`config.mk`:
```
export PLATFORM = sky130hd
export DESIGN_NAME = btn_ctrl
export DESIGN_NICKNAME = d
export VERILOG_FILES = /design/src/rtl/btn_pkg.sv /design/src/rtl/btn_debounce.sv /design/src/rtl/btn_ctrl.sv
export SDC_FILE = /design/constraint.sdc
export NUM_CORES = 1
export LEC_CHECK = 0
export BUFFER_PORTS_ARGS = -buffer_cell sky130_fd_sc_hd__buf_2
export CAP_MARGIN = 5
export CORE_MARGIN = 2
export CORE_UTILIZATION = 44
export CTS_CLUSTER_DIAMETER = 150
export DETAILED_ROUTE_END_ITERATION = 10
export PLACE_DENSITY = 0.63
export SLEW_MARGIN = 20
export SYNTH_ARGS = -nofsm -noshare
export SYNTH_HDL_FRONTEND = slang
export SYNTH_SLANG_ARGS = --single-unit
export TNS_END_PERCENT = 30
```
`constraint.sdc`:
```
create_clock -name clk -period 3.8 [get_ports clk]
set_input_delay 1.14 -clock clk [delete_from_list [all_inputs] [get_ports clk]]
set_output_delay 1.14 -clock clk [all_outputs]
set_load 0.005 [all_outputs]
```
`src/rtl/btn_pkg.sv`:
```
`default_nettype none
// ============================================================================
// Module   : btn_pkg
// Purpose  : Shared types and button indices for the alarm-clock button front-end.
// Revision : 1.0
// ============================================================================
package btn_pkg;

    typedef enum logic [1:0] {
        IDLE = 2'd0,
        TSET = 2'd1,
        ASET = 2'd2
    } mode_t;

    typedef enum logic [1:0] {
        ADV_NONE = 2'd0,
        ADV_MIN  = 2'd1,
        ADV_HRS  = 2'd2,
        ADV_DYS  = 2'd3
    } adv_t;

    localparam int N_BTN   = 6;

    // Bit positions of each button inside the packed button vectors
    localparam int BTN_TS  = 0;
    localparam int BTN_AS  = 1;
    localparam int BTN_MIN = 2;
    localparam int BTN_HRS = 3;
    localparam int BTN_DYS = 4;
    localparam int BTN_AON = 5;

    function automatic int max2(input int a, input int b);
        return (a > b) ? a : b;
    endfunction

endpackage
`default_nettype wire

```
`src/rtl/btn_debounce.sv`:
```
`default_nettype none
// ============================================================================
// Module   : btn_debounce
// Purpose  : Two-flop synchroniser plus stable-count debouncer with rise pulse.
// Revision : 1.0
// ============================================================================
module btn_debounce #(
    parameter int DB_CYC = 16
) (
    input  logic clk,
    input  logic rst,
    input  logic raw,
    output logic db,
    output logic rise
);

    localparam int            CW         = $clog2(DB_CYC + 1);
    localparam logic [CW-1:0] C_CNT_LAST = CW'(DB_CYC - 1);
    localparam logic [CW-1:0] C_CNT_ONE  = CW'(1);

    logic          r_s1;
    logic          r_s2;
    logic          r_db;
    logic          r_rise;
    logic [CW-1:0] r_cnt;

    // The level flips on the cycle the count would reach DB_CYC
    always_ff @(posedge clk) begin
        if (!rst) begin
            r_s1   <= 1'b0;
            r_s2   <= 1'b0;
            r_db   <= 1'b0;
            r_rise <= 1'b0;
            r_cnt  <= '0;
        end else begin
            r_s1   <= raw;
            r_s2   <= r_s1;
            r_rise <= 1'b0;
            if (r_s2 == r_db) begin
                r_cnt <= '0;
            end else if (r_cnt == C_CNT_LAST) begin
                r_cnt  <= '0;
                r_db   <= r_s2;
                r_rise <= r_s2;
            end else begin
                r_cnt <= r_cnt + C_CNT_ONE;
            end
        end
    end

    assign db   = r_db;
    assign rise = r_rise;

endmodule
`default_nettype wire

```
`src/rtl/btn_ctrl.sv`:
```
`default_nettype none
// ============================================================================
// Module   : btn_ctrl
// Purpose  : Button front-end: debounce, mode FSM, advance strobes, alarm toggle.
// Revision : 1.0
// ============================================================================
module btn_ctrl
    import btn_pkg::*;
#(
    parameter int DB_CYC   = 16,
    parameter int HOLD_CYC = 8,
    parameter int RPT_CYC  = 2
) (
    input  logic clk,
    input  logic rst,
    input  logic ts_raw,
    input  logic as_raw,
    input  logic min_raw,
    input  logic hrs_raw,
    input  logic dys_raw,
    input  logic aon_raw,
    output logic Timeset,
    output logic Alarmset,
    output logic Minadv,
    output logic Hrsadv,
    output logic Dysadv,
    output logic Alarmon
);

    localparam int            HOLD_MAX = max2(HOLD_CYC, RPT_CYC);
    localparam int            HW       = $clog2(HOLD_MAX + 1);
    localparam logic [HW-1:0] C_HOLD   = HW'(HOLD_CYC);
    localparam logic [HW-1:0] C_RPT    = HW'(RPT_CYC);
    localparam logic [HW-1:0] C_ONE    = HW'(1);

    logic [N_BTN-1:0] w_raw;
    logic [N_BTN-1:0] w_db;
    logic [N_BTN-1:0] w_rise;

    assign w_raw = {aon_raw, dys_raw, hrs_raw, min_raw, as_raw, ts_raw};

    generate
        for (genvar i = 0; i < N_BTN; i++) begin : g_btn
            btn_debounce #(
                .DB_CYC (DB_CYC)
            ) u_debounce (
                .clk  (clk),
                .rst  (rst),
                .raw  (w_raw[i]),
                .db   (w_db[i]),
                .rise (w_rise[i])
            );
        end
    endgenerate

    // Mode buttons are level-driven and the alarm toggle is edge-driven
    logic w_unused;
    assign w_unused = ^{w_rise[BTN_TS], w_rise[BTN_AS], w_db[BTN_AON]};

    mode_t r_mode;
    mode_t w_mode_nxt;

    always_ff @(posedge clk) begin
        if (!rst) begin
            r_mode <= IDLE;
        end else begin
            r_mode <= w_mode_nxt;
        end
    end

    always_comb begin
        w_mode_nxt = r_mode;
        case (r_mode)
            IDLE: begin
                if (w_db[BTN_TS] && !w_db[BTN_AS]) begin
                    w_mode_nxt = TSET;
                end else if (w_db[BTN_AS] && !w_db[BTN_TS]) begin
                    w_mode_nxt = ASET;
                end
            end
            TSET: if (!w_db[BTN_TS]) w_mode_nxt = IDLE;
            ASET: if (!w_db[BTN_AS]) w_mode_nxt = IDLE;
            default: w_mode_nxt = IDLE;
        endcase
    end

    adv_t          r_owner;
    adv_t          w_owner_nxt;
    logic [HW-1:0] r_hold;
    logic [HW-1:0] w_hold_nxt;
    logic          r_rpt;
    logic          w_rpt_nxt;
    logic          w_fire;
    logic          w_owner_held;
    logic          w_in_mode;

    // Exit cycle counts as out-of-mode so no strobe leaks on the way to IDLE
    assign w_in_mode = (r_mode != IDLE) && (w_mode_nxt != IDLE);

    always_comb begin
        w_owner_held = 1'b0;
        case (r_owner)
            ADV_MIN: w_owner_held = w_db[BTN_MIN];
            ADV_HRS: w_owner_held = w_db[BTN_HRS];
            ADV_DYS: w_owner_held = w_db[BTN_DYS];
            default: w_owner_held = 1'b0;
        endcase
    end

    always_comb begin
        w_owner_nxt = r_owner;
        w_hold_nxt  = r_hold;
        w_rpt_nxt   = r_rpt;
        w_fire      = 1'b0;
        if (!w_in_mode) begin
            w_owner_nxt = ADV_NONE;
            w_hold_nxt  = '0;
            w_rpt_nxt   = 1'b0;
        end else if (r_owner == ADV_NONE) begin
            w_hold_nxt = C_ONE;
            w_rpt_nxt  = 1'b0;
            w_fire     = 1'b1;
            if (w_rise[BTN_MIN]) begin
                w_owner_nxt = ADV_MIN;
            end else if (w_rise[BTN_HRS]) begin
                w_owner_nxt = ADV_HRS;
            end else if (w_rise[BTN_DYS] && (r_mode == TSET)) begin
                w_owner_nxt = ADV_DYS;
            end else begin
                w_hold_nxt = '0;
                w_fire     = 1'b0;
            end
        end else if (!w_owner_held) begin
            w_owner_nxt = ADV_NONE;
            w_hold_nxt  = '0;
            w_rpt_nxt   = 1'b0;
        end else if ((!r_rpt && (r_hold == C_HOLD)) || (r_rpt && (r_hold == C_RPT))) begin
            w_fire     = 1'b1;
            w_hold_nxt = C_ONE;
            w_rpt_nxt  = 1'b1;
        end else begin
            w_hold_nxt = r_hold + C_ONE;
        end
    end

    always_ff @(posedge clk) begin
        if (!rst) begin
            r_owner  <= ADV_NONE;
            r_hold   <= '0;
            r_rpt    <= 1'b0;
            Timeset  <= 1'b0;
            Alarmset <= 1'b0;
            Minadv   <= 1'b0;
            Hrsadv   <= 1'b0;
            Dysadv   <= 1'b0;
            Alarmon  <= 1'b0;
        end else begin
            r_owner  <= w_owner_nxt;
            r_hold   <= w_hold_nxt;
            r_rpt    <= w_rpt_nxt;
            Timeset  <= (w_mode_nxt == TSET);
            Alarmset <= (w_mode_nxt == ASET);
            Minadv   <= w_fire && (w_owner_nxt == ADV_MIN);
            Hrsadv   <= w_fire && (w_owner_nxt == ADV_HRS);
            Dysadv   <= w_fire && (w_owner_nxt == ADV_DYS);
            Alarmon  <= Alarmon ^ w_rise[BTN_AON];
        end
    end

endmodule
`default_nettype wire

```
==> results of run 1 <==
[per-stage QoR]
step / worst slack [ns] / power (mW) / hold WS (ns) / cells / util
CTS: 1.601 / 1.316 / 0.4349 / 337 / 0.5176
floorplan: 1.823 / 0.7420 / 0.4119 / 240 / -
global placement: 1.277 / 0.7486 / 0.4155 / 322 / 0.4815
finish: 1.614 / 1.293 / 0.4318 / 337 / 0.5176
detailed placement: 1.238 / 0.7494 / 0.4192 / 322 / 0.4815
global route: 1.497 / 1.351 / 0.4487 / 337 / 0.5176
[per-layer routing]
| layer | part of all wire | track usage | vias up |
|---|---|---|---|
| met4 | 0.023 | 0.06724 | 0 |
| met5 | 0 | 0 | - |
| li1 | - | - | 833 |
| met2 | 0.43 | 0.1881 | 25 |
| met1 | 0.50 | 0.1559 | 685 |
| met3 | 0.047 | 0.05795 | 6 |
[power by group]
| group | internal, mW | switching [mW] |
|---|---|---|
| registers | 0.710 | 0.00382 |
| clock network | 0.321 | 0.239 |
| logic | 0.00906 | 0.0100 |
[kinds of logic after synthesis]
kind of cell / Yosys count
xor+xnor: 21
fa+ha+maj: 15
compound gates: 10
buf+inv: 19
simple gates: 101
mux: 7
flops: 67
[state kept, by name, summed over array words and instances (netlist names)]
register and flops:
Alarmon 1, Timeset 1, r_owner 2, r_hold 4, g_btn.u_debounce.r_cnt 30, Hrsadv 1
Alarmset 1, Dysadv 1, g_btn.u_debounce.r_s1 6, r_mode 2, g_btn.u_debounce.r_s2 6, Minadv 1
g_btn.u_debounce.rise 4, g_btn.u_debounce.db 6, r_rpt 1
[path summary, 6_finish.rpt]
kind,end,slack (ns)
hold / removal,g_btn[2].u_debounce.r_s2,0.43
setup / recovery,r_hold[3],1.61
setup reg to reg,Minadv,2.13
hold reg to reg,g_btn[2].u_debounce.r_s2,0.43
[layout make-up]
type	instances	area (um^2)	area share
multi-input cells	154	1079	0.3807
clock inverters	1	5.005	0.001767
repair buffers	13	65.06	0.02297
clock buffers	14	192.7	0.06802
well taps	72	90.09	0.03180
flip-flops and latches	67	1341	0.4735
inverters	16	60.06	0.02120
[cell usage in the layout, fill, tap and decap left out]
| cell | synthesis | final |
|---|---|---|
| dfxtp_1 | 67 | 67 |
| nor2_1 | 39 | 39 |
| inv_1 | 16 | 16 |
| ha_1 | 15 | 15 |
| xor2_1 | 14 | 14 |
| clkbuf_8 | 0 | 14 |
| and2_1 | 13 | 13 |
| buf_2 | 0 | 13 |
| and3_1 | 8 | 8 |
| nand3b_1 | 8 | 8 |
| nand3_1 | 8 | 8 |
| xnor2_1 | 7 | 7 |
| mux2i_1 | 6 | 6 |
| nor2b_1 | 6 | 6 |
| and4b_1 | 5 | 5 |
| nand2_1 | 4 | 4 |
| nor3b_1 | 3 | 3 |
| a21oi_1 | 3 | 3 |
| a22oi_1 | 2 | 2 |
| nor4b_1 | 2 | 2 |
| and2b_1 | 1 | 1 |
| nand2b_1 | 1 | 1 |
| mux2_2 | 1 | 1 |
| o21bai_1 | 1 | 1 |
| a31oi_2 | 1 | 1 |
| nand4bb_1 | 1 | 1 |
| o31ai_1 | 1 | 1 |
| a21bo_2 | 1 | 1 |
| or3b_4 | 1 | 1 |
| nor4_1 | 1 | 1 |
| o21ai_0 | 1 | 1 |
| clkinv_2 | 0 | 1 |
[critical path, stage by stage]
cell     delay (ns)
buf_2          0.38
and4b_1        0.28
a31oi_2        0.08
or3b_4         0.46
nor2_1         0.10
==> flow_summary.json, run 1 <==
{
  "final_area_mm2": 0.002833,
  "clock.fmax_mhz": 457.5,
  "fp.dieH_um": 79.25,
  "r2r_cells": 6,
  "cp-startpoint": "rst",
  "synth_top_family_by_area": "simple AND/OR/NAND/NOR gates",
  "syn_avg_cell_area_um2": 10.38,
  "nFillCells": 518,
  "wire_per_inst_um": 10.19,
  "path_class": "in2reg",
  "worst_pin_slew_ns": 0.4619,
  "rows": 27,
  "core_mm2": 0.005473,
  "dieArea_mm2": 0.006280,
  "synthAdderAreaFrac": 0.07534,
  "diodes": 0,
  "yosysSeqAreaShare": 0.5384,
  "synthTopCellsByArea": "dfxtp_1, ha_1, nor2_1, xor2_1, and2_1",
  "syn-instance-count": 240,
  "clk_pin_slew_ns": 0.07,
  "syn_area_mm2": 0.002491,
  "clockBufferDepth": 2,
  "htree_levels": 3,
  "synth_ff_type": "dfxtp_1",
  "rsz0062_at_grt": "no",
  "drc": 0,
  "setup_viol_count_final": 0,
  "postRouteAntennaNets": 0,
  "layout.nets": 284,
  "port_buffers": 13,
  "via_count": 1549,
  "muxShareOfSynthArea": 0.02863,
  "async_reset_ff_frac": 0,
  "cts_inserted_buffers": 9,
  "hold_buffers": 0,
  "synth_edf_count": 0,
  "drt_wl_total_um": 3434,
  "post_dp_cell_area_mm2": 0.002635,
  "drtPass1Iterations": 4,
  "io_pins": 14,
  "whs_path_depth": 1,
  "antenna_found_initial": 0,
  "cts_tree": "done",
  "root_buffer": "clkbuf_8",
  "synth_xor_area_frac": 0.07383,
  "status": "complete, no violations",
  "fin_worst_skew_ns": 0.004747,
  "grt_pass1_wl_um": 6072,
  "grt_pass1_vias": 1426,
  "synth-simple-area-share": 0.2260,
  "hpwl_um": 2308,
  "netlist.area_leader.share": 0.5384,
  "via_per_inst": 4.596,
  "start_util": 0.4552,
  "hp-class": "reg2reg",
  "min_from": "g_btn[2].u_debounce.r_s1",
  "finalMaxSlewViolations": 0,
  "postCtsResizedCells": 0,
  "finalCriticalPeriod_ns": 2.186,
  "period_share": 0.5753,
  "grt.total_usage": 0.1277,
  "grt_overflow": 0,
  "setup_tns_ns": 0,
  "drv_cap": 0,
  "synth_nets": 263,
  "ys_warn_count": 0,
  "vdd_drop_max_v": 0.0004013,
  "yosys.cell_count.top_type": "dfxtp_1",
  "grt_max_degree": 36,
  "critical_path_arrival_ns": 2.46,
  "place.gp.congestion": 0.7043,
  "drive_gt1_frac": 0.1208,
  "post_cts_buffers": 0,
  "crit_required_ns": 4.07,
  "relSlewSlack": 0.6895,
  "worstReg2RegStart": "r_hold[0]",
  "synth_area_leader_cell": "dfxtp_1",
  "synth-seq-cells": 67,
  "netlist-cell-type-count": 30,
  "power.density_mw_per_mm2": 456.5,
  "clock_latency_ns": 0.33,
  "worstPathMaxFanout": 35,
  "synth_compound_area_frac": 0.02913,
  "cts_sinks": 67,
  "drt_iter0_markers": 50,
  "p_leak_nw": 1.166,
  "die_x_um": 79.25,
  "startpoint_type": "primary input",
  "cp-end-kind": "flip-flop",
  "hold_violations": 0,
  "yosys-top-cells-count": "dfxtp_1, nor2_1, inv_1",
  "syn_to_final_growth_pct": 13.71
}
No activity file was read; power rests on OpenSTA's default activity.
==> run 2: changes to the inputs <==
Clock period 3.8 ns to 2.15 ns, I/O delays scaled along.
==> run 2 against run 1 <==
Compared with the run above:
- combinational power increased by 83%
- final cell count increased by 0.59%
- setup slack got worse by 1.0 ns
- total power increased by 72%
- wire length decreased by 2.3%
- flip-flop and latch count unchanged
- sequential power increased by 76%
- clock power increased by 65%
- critical endpoint is now Minadv
- largest cell class unchanged
- largest power group unchanged
==> flow_summary.json, run 2 (synthesis results as in run 1) <==
{
  "grt_pass1_vias": 1474,
  "drt_wl_total_um": 3356,
  "seqPwrFrac": 0.568,
  "core_mm2": 0.005473,
  "antenna_found_initial": 0,
  "cts_tree": "done",
  "dr_wl_met2_um": 1451,
  "regMostFlops": "g_btn.u_debounce.r_cnt",
  "root_buffer": "clkbuf_8",
  "ff_latch_area_mm2": 0.001341,
  "crit_required_ns": 2.38,
  "p_sw_frac": 0.2008,
  "relSlewSlack": 0.7210,
  "status": "complete, no violations",
  "critical_path_arrival_ns": 1.81,
  "p_switching_mw": 0.4461,
  "drive_gt1_frac": 0.1236,
  "finalPower_mw": 2.222,
  "hp-class": "reg2reg",
  "dieArea_mm2": 0.006280,
  "port_buffers": 13,
  "cp-startpoint": "r_hold[0]",
  "grt_pass1_wl_um": 6023,
  "met3_length_um": 112,
  "worstPathMaxFanout": 3,
  "via_per_inst": 4.608,
  "largest_register_ffs": 30,
  "postRouteAntennaNets": 0,
  "cts_inserted_buffers": 9,
  "drt_iter0_markers": 81,
  "setup_tns_ns": 0,
  "clock_latency_ns": 0.33,
  "period_share": 0.7331,
  "rsz0062_at_grt": "no",
  "hold-worst-slack_ns": 0.4354,
  "mostFrequentLayoutCells": "dfxtp_1, nor2_1, inv_1",
  "finalCriticalPeriod_ns": 1.576,
  "multi_input_area_mm2": 0.001079,
  "hpwl_um": 2398,
  "hold_buffers": 0,
  "grt_max_degree": 20,
  "nFillCells": 544,
  "setup_viol_count_final": 0,
  "io_pins": 14,
  "hold_violations": 0,
  "setup_ws_ns": 0.5738,
  "grt_overflow": 0,
  "layout.nets": 286,
  "worstReg2RegStart": "r_hold[0]",
  "final_area_mm2": 0.002829,
  "power.density_mw_per_mm2": 785.3,
  "fp.dieH_um": 79.25,
  "cts_sinks": 67,
  "diodes": 0,
  "min_from": "g_btn[2].u_debounce.r_s1",
  "post_dp_cell_area_mm2": 0.002650,
  "p_leak_nw": 1.166,
  "drtPass1Iterations": 4,
  "grt.total_usage": 0.1283,
  "top_layer_used": "met4",
  "power.internal_mw": 1.776,
  "syn_to_final_growth_pct": 13.56,
  "start_util": 0.4552,
  "pre_cts_slack_ns": 0.3788,
  "wire_per_inst_um": 9.900,
  "drv_cap": 0,
  "fin_worst_skew_ns": 0.006633,
  "drc": 0,
  "met1_length_um": 1678,
  "clock.fmax_mhz": 634.4,
  "finalMaxSlewViolations": 0,
  "cp-end-kind": "flip-flop",
  "post_cts_buffers": 0,
  "via_count": 1562,
  "power_frac_clock": 0.416,
  "postCtsResizedCells": 0,
  "fin_cells": 339,
  "combPwrFrac": 0.016,
  "rows": 27,
  "die_x_um": 79.25,
  "fin_util": 0.5169,
  "dp_cells": 324,
  "worst_pin_slew_ns": 0.4149,
  "mostFrequentLayoutCell": "dfxtp_1",
  "vdd_drop_max_v": 0.0003855,
  "startpoint_type": "flip-flop",
  "clockBufferDepth": 2,
  "path_class": "reg2reg",
  "htree_levels": 3,
  "clk_pin_slew_ns": 0.07,
  "place.gp.congestion": 0.7232
}
-- run 2: cell types whose count changed in the layout (fill, tap and decap cells not counted), sizes merged --
cell,change
buf,+2
clkbuf,-1
clkinv,+1
-- run 2: final cells by class --
class,count,area share
inverter,16,0.02123
tap,72,0.03184
clock buffer,13,0.05971
clock inverter,2,0.003538
multi-input combinational,154,0.3812
sequential,67,0.4741
timing repair buffer,15,0.02831
-- run 2: worst paths after layout --
kind | endpoint | depth (start not counted) | slack (ns)
max | Minadv | 6 | 0.57
min | g_btn[2].u_debounce.r_s2 | 1 | 0.44
max reg2reg | Minadv | 6 | 0.57
min reg2reg | g_btn[2].u_debounce.r_s2 | 1 | 0.44
-- run 2: critical path, cell delays in order (launching register included) --
cell,delay (ns)
dfxtp_1,0.33
inv_1,0.11
ha_1,0.15
nand2_1,0.06
o31ai_1,0.37
a22oi_1,0.20
nor4b_1,0.26
-- run 2: power by group through the flow --
stage,Sequential (mW),Clock [mW],Combinational (mW)
2_1_floorplan,1.29,0,0.0231
5_1_grt,1.26,1.01,0.0405
6_report,1.26,0.925,0.0349
3_5_place_dp,1.29,0,0.0359
3_3_place_gp,1.29,0,0.0356
4_1_cts,1.26,0.960,0.0360
-- run 2: routing by layer --
| metal | track usage | vias to the layer above |
|---|---|---|
| li1 | - | 831 |
| met1 | 0.1534 | 701 |
| met2 | 0.1831 | 22 |
| met3 | 0.03409 | 8 |
| met4 | 0.1241 | 0 |
| met5 | 0 | - |
==> run 3: changes to the inputs <==
Settings changed: PLACE_DENSITY 0.63 to 0.65.
Clock period 2.15 ns to 1.39 ns, I/O delays scaled along.
==> run 3 against run 2 <==
Compared with the run above:
- the flow now finishes with violations (setup timing)
- combinational power increased by 77%
- clock-buffer cell count unchanged
- critical path type unchanged
- clock power up 38%
- fmax is 13% higher
- critical path depth is the same
- clock skew shrank 0.0025 ns
- largest cell class unchanged
- highest routed layer unchanged
- sequential share of layout area shrank 4.1 points
- die area stayed put
- final cell count rose by 4.4%
==> flow_summary.json, run 3 (synthesis results as in run 1) <==
{
  "status": "finished, violations left",
  "failed_checks": "setup timing",
  "power.density_mw_per_mm2": 1054,
  "max_stage_delay_ns": 0.42,
  "clock.fmax_mhz": 717.3,
  "port_buffers": 13,
  "worstReg2RegStart": "r_hold[1]",
  "io_pins": 14,
  "grt_overflow": 0,
  "rows": 27,
  "grt_pass1_wl_um": 6368,
  "finalCriticalPeriod_ns": 1.394,
  "fin_cells": 354,
  "regMostFlops": "g_btn.u_debounce.r_cnt",
  "r2r_cells": 6,
  "critical_path_arrival_ns": 1.66,
  "path_buf_inv": 1,
  "wire_per_inst_um": 10.43,
  "r2r_end": "r_hold[1]",
  "crit_required_ns": 1.65,
  "nFillCells": 483,
  "relSlewSlack": 0.7398,
  "grt_max_degree": 30,
  "fin_worst_skew_ns": 0.004181,
  "cp_cell_sequence": "buf_6, ha_4, nand4bb_1, o31ai_4, or3b_4, nor2_1",
  "hpwl_um": 2384,
  "endpoint": "r_hold[1]",
  "root_buffer": "clkbuf_8",
  "layout.nets": 303,
  "pre_cts_slack_ns": -0.07829,
  "setup_viol_count_final": 1,
  "cts_sinks": 67,
  "p_leak_nw": 1.227,
  "largest_register_ffs": 30,
  "clock_latency_ns": 0.32,
  "fp.dieH_um": 79.25,
  "cts_inserted_buffers": 9,
  "rsz0062_at_grt": "yes",
  "place.gp.congestion": 0.7415,
  "drtPass1Iterations": 4,
  "syn_to_final_growth_pct": 25.62,
  "postRouteAntennaNets": 0,
  "cp-end-kind": "flip-flop",
  "dp_cells": 338,
  "die_x_um": 79.25,
  "startpoint_type": "flip-flop",
  "htree_levels": 3,
  "setup_tns_ns": -0.004125,
  "cp_num_cells": 6,
  "critPathTopFamily": "simple AND/OR/NAND/NOR gates",
  "clockBufferDepth": 2,
  "grt_pass1_vias": 1573,
  "grt.total_usage": 0.1296,
  "mostFrequentLayoutCells": "dfxtp_1, nor2_1, buf_4",
  "diodes": 0,
  "clk_pin_slew_ns": 0.06,
  "core_mm2": 0.005473,
  "hp-class": "in2reg",
  "start_util": 0.4552,
  "drv_cap": 0,
  "vdd_drop_max_v": 0.0007246,
  "worstPathMaxFanout": 3,
  "worst_pin_slew_ns": 0.3903,
  "r2r_setup_slack_ns": -0.004,
  "cts_tree": "done",
  "via_per_inst": 4.630,
  "via_count": 1639,
  "antenna_found_initial": 0,
  "finalMaxSlewViolations": 0,
  "hold_buffers": 0,
  "drc": 0,
  "dieArea_mm2": 0.006280,
  "cp-startpoint": "r_hold[1]",
  "setup_ws_ns": -0.004125,
  "hold_violations": 0,
  "path_class": "reg2reg",
  "period_share": 1.003,
  "mostFrequentLayoutCell": "dfxtp_1",
  "drt_wl_total_um": 3693,
  "crit_slowest_cell": "or3b_4",
  "drive_gt1_frac": 0.2908,
  "fin_util": 0.5718,
  "drt_iter0_markers": 49
}
## run 3: cell type report
class	instances	area, um^2	share of cell area
flip-flops and latches	67	1356	0.4334
well taps	72	90.09	0.02879
repair buffers	32	211.5	0.06757
clock buffers	13	148.9	0.04758
inverters	16	62.56	0.01999
multi-input cells	154	1260	0.4026
## run 3: per-layer routing
layer | up-vias | wire length [um] | global-route usage
met2 | 20 | 1746 | 0.2110
met3 | 9 | 92 | 0.03068
met5 | - | 0 | 0
met1 | 745 | 1753 | 0.1508
met4 | 0 | 100 | 0.08793
li1 | 865 | - | -
## run 3: worst min path at each step
stage	from	end	slack, ns	cells past startpoint
finish	aon_raw	g_btn[5].u_debounce.r_s1	0.30	2
CTS	dys_raw	g_btn[4].u_debounce.r_s1	0.28	2
detailed placement	g_btn[1].u_debounce.r_s1	g_btn[1].u_debounce.r_s2	0.42	1
global placement	g_btn[1].u_debounce.r_s1	g_btn[1].u_debounce.r_s2	0.41	1
floorplan	g_btn[0].u_debounce.r_s1	g_btn[0].u_debounce.r_s2	0.41	1
global route	as_raw	g_btn[1].u_debounce.r_s1	0.30	2
## run 3: per-stage QoR
stage	area, um^2	hold slack, ns	total power, mW
floorplan	2491	0.4119	2.029
global placement	2755	0.4136	2.053
detailed placement	2755	0.4196	2.054
CTS	2917	0.2838	3.344
global route	3129	0.2980	3.444
finish	3129	0.2962	3.299
## run 3: what timing repair did
item	4_1_cts	5_1_grt
endpoints found under the setup margin	14	40
setup buffers	0	3
pin swaps	5	18
gates resized for setup	3	46
## run 3: report_power, final
group          total [mW]  internal (mW)  switching [mW]
combinational      0.0618         0.0323          0.0296
clock                1.28          0.669           0.615
sequential           1.95           1.94          0.0124
total                3.30           2.64           0.657
